## src/rtl/framebuffer_writer.sv

```systemverilog
// framebuffer_writer
//   Burst-bus master that writes a rectangular pixel region into PSRAM, one
//   line at a time with a programmable line stride. A stream of 32-bit pixel
//   words is staged into aligned 8-word blocks, and each block is written as
//   one 4-beat x 64-bit write burst. Words of a block that the region does not
//   cover are byte-masked.
//
// Ports
//   clk_i, rst_n_i        system clock, asynchronous active-low reset
//   start_i               one-cycle pulse; latches the config below (ignored while busy)
//   base_addr_i [20:0]    word address of the first word of line 0
//   words_per_line_i[9:0] words per line (0 allowed)
//   stride_i [15:0]       word offset between consecutive line starts
//   lines_i [8:0]         number of lines (0 allowed)
//   pix_data_i/pix_valid_i/pix_ready_o   pixel word stream (valid/ready)
//   busy_o, done_o        job status; done_o pulses for one cycle
//   addr_o, cmd_o, cmd_en_o, wr_data_o, data_mask_o   burst bus master side
//
// State | meaning
//   S_IDLE | no burst in flight; start the oldest pending block when one exists
//   S_GAP  | enforcing CMD_GAP idle cycles after the last beat of a burst
//   S_B0   | command + beat 0 (words 0,1 of the block)
//   S_B1   | beat 1 (words 2,3)
//   S_B2   | beat 2 (words 4,5)
//   S_B3   | beat 3 (words 6,7); releases the block buffer
module framebuffer_writer #(
  parameter int unsigned CMD_GAP = 14
) (
  input  logic        clk_i,
  input  logic        rst_n_i,
  input  logic        start_i,
  input  logic [20:0] base_addr_i,
  input  logic [9:0]  words_per_line_i,
  input  logic [15:0] stride_i,
  input  logic [8:0]  lines_i,
  input  logic [31:0] pix_data_i,
  input  logic        pix_valid_i,
  output logic        pix_ready_o,
  output logic        busy_o,
  output logic        done_o,
  output logic [20:0] addr_o,
  output logic        cmd_o,
  output logic        cmd_en_o,
  output logic [63:0] wr_data_o,
  output logic [7:0]  data_mask_o
);

  typedef enum logic [2:0] {S_IDLE, S_GAP, S_B0, S_B1, S_B2, S_B3} state_e;

  state_e      state_q, state_d;
  logic [15:0] gap_cnt_q, gap_cnt_d;

  // job configuration and line walker
  logic        busy_q, done_q;
  logic [9:0]  wpl_q;
  logic [15:0] stride_q;
  logic [8:0]  line_cnt_q;
  logic [20:0] line_addr_q;
  logic [9:0]  word_cnt_q;

  // two 8-word staging buffers; fill_sel_q receives words, iss_sel_q is the oldest hand-off
  logic [31:0] buf_data_q [2][8];
  logic [7:0]  buf_vld_q  [2];
  logic [17:0] buf_blk_q  [2];
  logic [1:0]  buf_pend_q;
  logic        fill_sel_q;
  logic        iss_sel_q;

  logic [20:0] word_addr;
  logic        words_left;
  logic        pix_ready;
  logic        accept;
  logic        last_word;
  logic        handoff;
  logic        skip_line;
  logic        release_buf;
  logic        bursting;
  logic        fin;
  logic        start_acc;
  logic [1:0]  beat_idx;

  assign word_addr   = line_addr_q + 21'(word_cnt_q);
  assign words_left  = (line_cnt_q != '0);
  assign pix_ready   = busy_q && words_left && (wpl_q != '0) && !buf_pend_q[fill_sel_q];
  assign accept      = pix_valid_i && pix_ready;
  assign last_word   = (word_cnt_q == wpl_q - 10'd1);
  // a block closes at its last slot or at end of line, so lines never share a block
  assign handoff     = accept && ((word_addr[2:0] == 3'b111) || last_word);
  assign skip_line   = busy_q && words_left && (wpl_q == '0);
  assign release_buf = (state_q == S_B3);
  assign bursting    = (state_q == S_B0) || (state_q == S_B1) ||
                       (state_q == S_B2) || (state_q == S_B3);
  assign start_acc   = start_i && !busy_q;
  // job completes when every line is consumed and the last pending block is on its final beat
  assign fin         = busy_q && !words_left &&
                       ((release_buf && !(&buf_pend_q)) || (!bursting && !(|buf_pend_q)));

  always_comb begin
    state_d   = state_q;
    gap_cnt_d = gap_cnt_q;
    case (state_q)
      S_IDLE: if (buf_pend_q[iss_sel_q]) state_d = S_B0;
      S_GAP: begin
        if (gap_cnt_q == '0) state_d = buf_pend_q[iss_sel_q] ? S_B0 : S_IDLE;
        else                 gap_cnt_d = gap_cnt_q - 16'd1;
      end
      S_B0: state_d = S_B1;
      S_B1: state_d = S_B2;
      S_B2: state_d = S_B3;
      S_B3: begin
        if (fin || (CMD_GAP == 0)) begin
          state_d = S_IDLE;
        end else begin
          state_d   = S_GAP;
          gap_cnt_d = 16'(CMD_GAP - 1);
        end
      end
      default: state_d = S_IDLE;
    endcase
  end

  always_ff @(posedge clk_i or negedge rst_n_i) begin
    if (!rst_n_i) begin
      state_q   <= S_IDLE;
      gap_cnt_q <= '0;
    end else begin
      state_q   <= state_d;
      gap_cnt_q <= gap_cnt_d;
    end
  end

  always_ff @(posedge clk_i or negedge rst_n_i) begin
    if (!rst_n_i) begin
      busy_q      <= 1'b0;
      done_q      <= 1'b0;
      wpl_q       <= '0;
      stride_q    <= '0;
      line_cnt_q  <= '0;
      line_addr_q <= '0;
      word_cnt_q  <= '0;
    end else begin
      done_q <= fin || (start_acc && (lines_i == '0));
      if (start_acc) begin
        busy_q      <= (lines_i != '0);
        wpl_q       <= words_per_line_i;
        stride_q    <= stride_i;
        line_cnt_q  <= lines_i;
        line_addr_q <= base_addr_i;
        word_cnt_q  <= '0;
      end else if (fin) begin
        busy_q <= 1'b0;
      end
      if (accept) begin
        if (last_word) begin
          word_cnt_q  <= '0;
          line_addr_q <= line_addr_q + 21'(stride_q);
          line_cnt_q  <= line_cnt_q - 9'd1;
        end else begin
          word_cnt_q <= word_cnt_q + 10'd1;
        end
      end
      if (skip_line) begin
        line_addr_q <= line_addr_q + 21'(stride_q);
        line_cnt_q  <= line_cnt_q - 9'd1;
      end
    end
  end

  // release and fill always target different buffers (the released one is pending,
  // the filled one is not), so both updates land in the same cycle
  always_ff @(posedge clk_i or negedge rst_n_i) begin
    if (!rst_n_i) begin
      for (int b = 0; b < 2; b++) begin
        for (int w = 0; w < 8; w++) buf_data_q[b][w] <= '0;
        buf_vld_q[b] <= '0;
        buf_blk_q[b] <= '0;
      end
      buf_pend_q <= '0;
      fill_sel_q <= 1'b0;
      iss_sel_q  <= 1'b0;
    end else begin
      if (release_buf) begin
        buf_pend_q[iss_sel_q] <= 1'b0;
        buf_vld_q[iss_sel_q]  <= '0;
        iss_sel_q             <= ~iss_sel_q;
      end
      if (accept) begin
        buf_data_q[fill_sel_q][word_addr[2:0]] <= pix_data_i;
        buf_vld_q[fill_sel_q][word_addr[2:0]]  <= 1'b1;
        buf_blk_q[fill_sel_q]                  <= word_addr[20:3];
        if (handoff) begin
          buf_pend_q[fill_sel_q] <= 1'b1;
          fill_sel_q             <= ~fill_sel_q;
        end
      end
    end
  end

  always_comb begin
    beat_idx = 2'd0;
    case (state_q)
      S_B1:    beat_idx = 2'd1;
      S_B2:    beat_idx = 2'd2;
      S_B3:    beat_idx = 2'd3;
      default: beat_idx = 2'd0;
    endcase
  end

  always_comb begin
    addr_o      = '0;
    cmd_o       = 1'b0;
    cmd_en_o    = 1'b0;
    wr_data_o   = '0;
    data_mask_o = '0;
    if (state_q == S_B0) begin
      addr_o   = {buf_blk_q[iss_sel_q], 3'b000};
      cmd_o    = 1'b1;
      cmd_en_o = 1'b1;
    end
    if (bursting) begin
      // even word of the pair occupies the upper half of the beat
      wr_data_o   = {buf_data_q[iss_sel_q][{beat_idx, 1'b0}],
                     buf_data_q[iss_sel_q][{beat_idx, 1'b1}]};
      data_mask_o = {{4{~buf_vld_q[iss_sel_q][{beat_idx, 1'b0}]}},
                     {4{~buf_vld_q[iss_sel_q][{beat_idx, 1'b1}]}}};
    end
  end

  assign pix_ready_o = pix_ready;
  assign busy_o      = busy_q;
  assign done_o      = done_q;

endmodule

```

## config.mk

```make
export PLATFORM = sky130hd
export DESIGN_NAME = framebuffer_writer
export DESIGN_NICKNAME = d
export VERILOG_FILES = /design/src/rtl/framebuffer_writer.sv
export SDC_FILE = /design/constraint.sdc
export NUM_CORES = 1
export LEC_CHECK = 0
export ABC_AREA = 1
export CAP_MARGIN = 40
export CORE_MARGIN = 2
export CORE_UTILIZATION = 45
export DETAILED_ROUTE_END_ITERATION = 12
export DONT_BUFFER_PORTS = 1
export GPL_ROUTABILITY_DRIVEN = 1
export PLACE_DENSITY_LB_ADDON = 0.12
export REMOVE_ABC_BUFFERS = 1
export SYNTH_ARGS = -nofsm -noshare
export SYNTH_HDL_FRONTEND = slang
export SYNTH_SLANG_ARGS = --single-unit
```

## constraint.sdc

```tcl
create_clock -name clk_i -period 2.9 [get_ports clk_i]
set_input_delay 0.58 -clock clk_i [delete_from_list [all_inputs] [get_ports clk_i]]
set_output_delay 0.58 -clock clk_i [all_outputs]
set_load 0.02 [all_outputs]
```

== Word-level counts from Yosys, hierarchy flattened ==
Cells that the tools add are included.

* Register bits after elaboration: 655
* Input port bits: 92
* Word-level logic and storage cells: 197

* $add $sub $neg: 6
* Order comparisons: 16
* Equal/unequal tests: 11
* Multiplexer cells: 72
* Bitwise gates (word level): 15
* Reduce and logical (&&, ||, !) cells: 45

{| class="wikitable"
|+ Operator list
! kind !! number
|-
| 256-bit 2-to-1 mux || 4
|-
| 512-bit bitwise mux || 1
|-
| 256-bit demux with 1-bit select || 1
|-
| 32-bit binary-select mux with 3-bit select || 2
|-
| 32-bit 2-to-1 mux || 5
|-
| 21-bit 2-to-1 mux || 5
|-
| 32-bit demux with 3-bit select || 1
|-
| 18-bit 2-to-1 mux || 4
|-
| 16-bit 2-to-1 mux || 4
|-
| 64-bit 2-to-1 mux || 1
|-
| 8-bit 2-to-1 mux || 6
|-
| 36-bit bitwise mux || 1
|-
| 9-bit 2-to-1 mux || 4
|-
| 16-bit one-hot mux with 2 select lines || 1
|-
| 10-bit 2-to-1 mux || 3
|-
| 21-bit by 10-bit adder with 21-bit output || 1
|-
| 21-bit by 16-bit adder with 21-bit output || 1
|-
| 18-bit demux with 1-bit select || 1
|-
| 1-bit logical AND || 18
|-
| 3-bit one-hot mux with 6 select lines || 1
|-
| 9-bit nonzero test || 2
|-
| 16-bit bitwise AND || 1
|-
| 8-bit demux with 1-bit select || 2
|-
| 16-bit logical NOT || 1
|-
| other kinds (42) || 94
|}

== Logic depth before layout (Yosys ltp) ==
* Word-level depth: 10
* Depth in mapped cells: 16
* Mapped depth without buffers: 15

== Worst setup path after synthesis ==
Ideal clock, no wire load.

* Path kind: reg-to-output
* From: register state_q[2]
* To: output port data_mask_o[1]
* Data arrival time: 2239 ps
* Required time: 2320 ps
* Slack: 81 ps
* Stages on the path, launching flop included: 11
* Path buffers: 3
* Cells stage by stage: dfrtp_1 nor2_1 nand2_1 nand2_1 inv_1 buf_2 clkbuf_1 nand2_1 a31oi_1 o21ai_0 buf_4

* Longest elaborated chain between the ends: 6

{| class="wikitable"
|+ RTL lines
! item !! RTL line !! RTL
|-
| start: declaration || 50 || <nowiki>state_e state_q, state_d;</nowiki>
|-
| start signal: assignment || 127 || <nowiki>state_q <= state_d;</nowiki>
|-
| 3-bit equality test / 3-bit by 2-bit equality test with 1-bit output (equally long branches) || 92, 201, 91 ||
|-
| 2-bit one-hot mux with 3 select lines || 201 || <nowiki>case (state_q)</nowiki>
|-
| 1-bit binary-select mux with 2-bit select || 225 || <nowiki>{4{~buf_vld_q[iss_sel_q][{beat_idx, 1'b1}]}}};</nowiki>
|-
| 1-bit 2-to-1 mux (not written as such) || 225 ||
|-
| 1-bit inverter || 225 ||
|-
| 8-bit 2-to-1 mux * || 220 || <nowiki>if (bursting) begin</nowiki>
|-
| end: declaration || 45 || <nowiki>output logic [7:0] data_mask_o</nowiki>
|}

Mark *: on every way between the ends. The rest lies on a longest branch, timed or not. The select of a mux whose other input is x is not followed.

== Final worst setup path ==
* From: register state_q[2]
* To: output port data_mask_o[4]

* Longest elaborated chain between the ends: 6

{| class="wikitable"
|+ RTL lines
! item !! RTL line !! RTL
|-
| 3-bit equality test / 3-bit by 2-bit equality test with 1-bit output (equally long branches) || 92, 201, 91 ||
|-
| 2-bit one-hot mux with 3 select lines || 201 ||
|-
| 1-bit binary-select mux with 2-bit select || 224 || <nowiki>data_mask_o = {{4{~buf_vld_q[iss_sel_q][{beat_idx, 1'b0}]}},</nowiki>
|-
| 1-bit 2-to-1 mux (not written as such) || 224 ||
|-
| 1-bit inverter || 224 ||
|-
| 8-bit 2-to-1 mux * || 220 ||
|}

Marks and branches as above.

==> impl_metrics.tcl <==
set metrics [dict create \
    ys_seq_area_frac 0.518 \
    grt_max_degree 656 \
    max_slew_margin -0.629 \
    worstPathRequired_ps 2320 \
    num_io_pins 190 \
    dp_slack_ps 216 \
    holdWs_ps -315 \
    synth.ff_latch_count 655 \
    dpl.hpwl_um 50100 \
    grt_pass1_wl_um 150000 \
    drv_slew 444 \
    crit_path_max_fanout 9 \
    comb_power_share 0.470 \
    gp_congestion 0.855 \
    vias 26700 \
    async_flop_share 1.00 \
    clockPowerShare 0.207 \
    wl_um 96800 \
    cellInternalPower_mw 28.5 \
    synthFlopType "dfrtp_1" \
    cts_root_buf "clkbuf_16" \
    drv_cap 0 \
    leakage_nw 17.5 \
    synthCells 3880 \
    clock_sinks 655 \
    drt-initial-drc-count 2462 \
    seqPwrFrac 0.323 \
    tightest_slew_ps 2440 \
    fin_crit_sh 1.07 \
    antenna_found_initial 4 \
    timing.final.ws_setup_ps -195 \
    cp-start-kind "register" \
    drive_gt1_frac 0.129 \
    place.port_buffers 0 \
    rsz0062_at_grt "yes" \
    synth.distinct_cells 41 \
    finalSetupViolCount 84 \
    dp_cells 4685 \
    syn-mean-instance-area_um2 8.16 \
    finalClockSkew_ps 24.1 \
    grt-ovfl-total 0 \
    rrSetupSlack_ps 230 \
    fp-row-count 97 \
    drc 0 \
    wl_per_cell_um 19.9 \
    met3_usage 0.0404 \
    die_width_um 269 \
    num-nets-final 3995 \
    yosysWarnings 0 \
    synth-edff-count 0 \
    max_freq_mhz 323 \
    crit_arrival_ps 2510 \
    die_height_um 269 \
    synth_area_um2 31700 \
    track_usage 0.260 \
    grt.met1_usage 0.361 \
    h-tree-depth 3 \
    violations "hold timing, slew limit, setup timing" \
    period_minus_slack_ps 3090 \
    clock_latency_ps 640 \
    start_util 0.453 \
    critical_path_class "reg2out" \
    drtAntennaViolNets 0 \
    drt_pass1_iterations 5 \
    grt_pass1_vias 25700 \
    fillers 6644 \
    grt.busiest_layer "met2" \
    power.switching_mw 20.1 \
    cts_tree "done" \
    ir_worst_vdd_mv 0.714 \
    hold_viol_final 215 \
    syn_to_final_growth_pct 18.3 \
    p_per_area_nw_per_um2 1300 \
    grt_use_met2 0.423 \
    coreArea_um2 69900 \
    viasPerCell 5.49 \
    endpoint_kind "output pin" \
    clkTransAtPathRegs_ps 60 \
    cts-buffers-inserted 77 \
    dieArea_um2 72500 \
    switching_share 0.414 \
    worstHoldPathType "in2async" \
    status "finished, violations left" \
    clockBufferDepth 3 \
    fin_cells 4868 \
]
-- cells by family (layout without fill, tap and decap cells) --
group                    Yosys count  after routing  share of synthesized area
AO/OA/AOI/OAI                   1077           1077                      0.183
XOR/XNOR                          55             55                     0.0152
adder cells (fa/ha/maj)           33             33                     0.0135
buffers and inverters            427            472                     0.0606
flip-flops                       655            655                      0.518
multiplexers                      35             35                     0.0124
other                              1              4                   0.000118
AND/OR/NAND/NOR                 1597           1597                      0.198
-- repair_timing --
action	in CTS	in global routing
resized for setup	140	182
hold endpoints to repair	655	655
buffers inserted	13	7
setup endpoints to repair	88	90
pin swaps	9	16
gates cloned	15	11
-- layout make-up --
class	instances	area (um^2)	share of cell area
clock buffers	112	2270	0.0606
repair buffers	196	2720	0.0725
flip-flops and latches	655	16400	0.438
clock inverters	24	365	0.00975
multi-input cells	2800	14000	0.373
well taps	940	1180	0.0314
diodes	1	2.50	0.0000668
inverters	140	557	0.0149
-- flip-flops by register name (all words and copies together) (netlist names) --
name	cells
word_cnt_q	10
buf_pend_q	2
buf_blk_q	36
fill_sel_q	1
stride_q	16
buf_data_q	512
line_cnt_q	9
state_q	3
busy_o	1
wpl_q	10
line_addr_q	21
gap_cnt_q	16
iss_sel_q	1
buf_vld_q	16
done_o	1
-- cell usage after synthesis (2+ instances only) --
cell	count	area (um^2)
a21o_1	3	22.5
a21oi_1	75	375
a31oi_1	3	18.8
buf_1	11	41.3
buf_2	62	310
buf_4	41	308
buf_6	10	113
clkbuf_1	155	582
clkbuf_2	8	40.0
clkinv_1	3	11.3
dfrtp_1	655	16400
fa_1	2	40.0
ha_1	31	388
inv_1	134	503
inv_2	3	11.3
mux2_2	35	394
nand2_1	995	3730
nand2_2	3	18.8
nand3_1	97	485
nand3_2	4	40.0
nand4_1	10	62.6
nor2_1	457	1720
nor2_2	3	18.8
nor2_4	3	33.8
nor3_1	16	80.1
nor4_1	5	31.3
o21ai_0	837	4190
o21ai_1	11	55.1
o21ai_2	14	123
o21bai_1	3	22.5
o22a_1	63	552
o22ai_1	66	413
xnor2_1	16	140
xor2_1	39	342
-- final timing paths --
check	startpoint	cells past startpoint	end
min in group clk_i	start_i	2	done_o
hold / removal	rst_n_i	0	buf_data_q[80]
setup / recovery	state_q[2]	10	data_mask_o[4]
hold reg to reg	buf_blk_q[1]	2	buf_blk_q[1]
max in group asynchronous	rst_n_i	0	iss_sel_q
setup reg to reg	line_cnt_q[0]	13	line_addr_q[6]
-- worst max-delay path, stage by stage, from the launching register on --
cell	delay [ps]
dfrtp_2	440
nor2_4	150
nand2_4	80
nand2_8	140
clkinv_16	120
buf_12	170
buf_16	160
nand2_1	80
a31oi_2	120
o21ai_4	230
buf_12	190
-- layout by cell type (no fill, tap or decap), drive strengths merged, types with 2 or more instances in the layout --
| master | Yosys | layout |
|---|---|---|
| nand2 | 999 | 999 |
| o21ai | 862 | 862 |
| dfrtp | 655 | 655 |
| nor2 | 464 | 464 |
| buf | 124 | 185 |
| inv | 137 | 139 |
| clkbuf | 163 | 122 |
| nand3 | 101 | 101 |
| a21oi | 75 | 75 |
| o22ai | 66 | 66 |
| o22a | 63 | 63 |
| xor2 | 39 | 39 |
| mux2 | 35 | 35 |
| ha | 31 | 31 |
| clkinv | 3 | 17 |
| xnor2 | 16 | 16 |
| nor3 | 16 | 16 |
| nand4 | 10 | 10 |
| bufinv | 0 | 7 |
| nor4 | 5 | 5 |
| a21o | 3 | 3 |
| o21bai | 3 | 3 |
| conb | 1 | 3 |
| a31oi | 3 | 3 |
| fa | 2 | 2 |
-- power groups by stage --
stage / Sequential, mW / Clock [mW] / Combinational, mW
floorplan: 15.2 / 0 / 13.0
global placement: 15.7 / 0 / 19.3
detailed placement: 15.7 / 0 / 19.6
CTS: 15.6 / 10.3 / 21.6
global route: 16.2 / 10.7 / 25.4
finish: 15.7 / 10.1 / 22.8
-- per-layer routing --
layer  part of all wire  up-vias  routed length [um]
met5            0.00028        -                  27
met4              0.025        4                2420
met3              0.052      149                5050
met2               0.47      674               45400
met1               0.45    13100               43900
li1                   -    12800                   -
-- stage by stage --
step | setup TNS [ps] | hold WS [ps] | area (um^2) | util | total power [mW]
2_1_floorplan | -651700 | 284 | 30300 | - | 28.3
3_3_place_gp | 0 | 324 | 33200 | 0.475 | 35.0
3_5_place_dp | 0 | 328 | 33200 | 0.475 | 35.3
4_1_cts | -9900 | -358 | 36800 | 0.526 | 47.5
5_1_grt | -18730 | -349 | 37500 | 0.536 | 52.3
6_report | -9530 | -315 | 37500 | 0.536 | 48.6
Power figures use the tool's default switching activity.
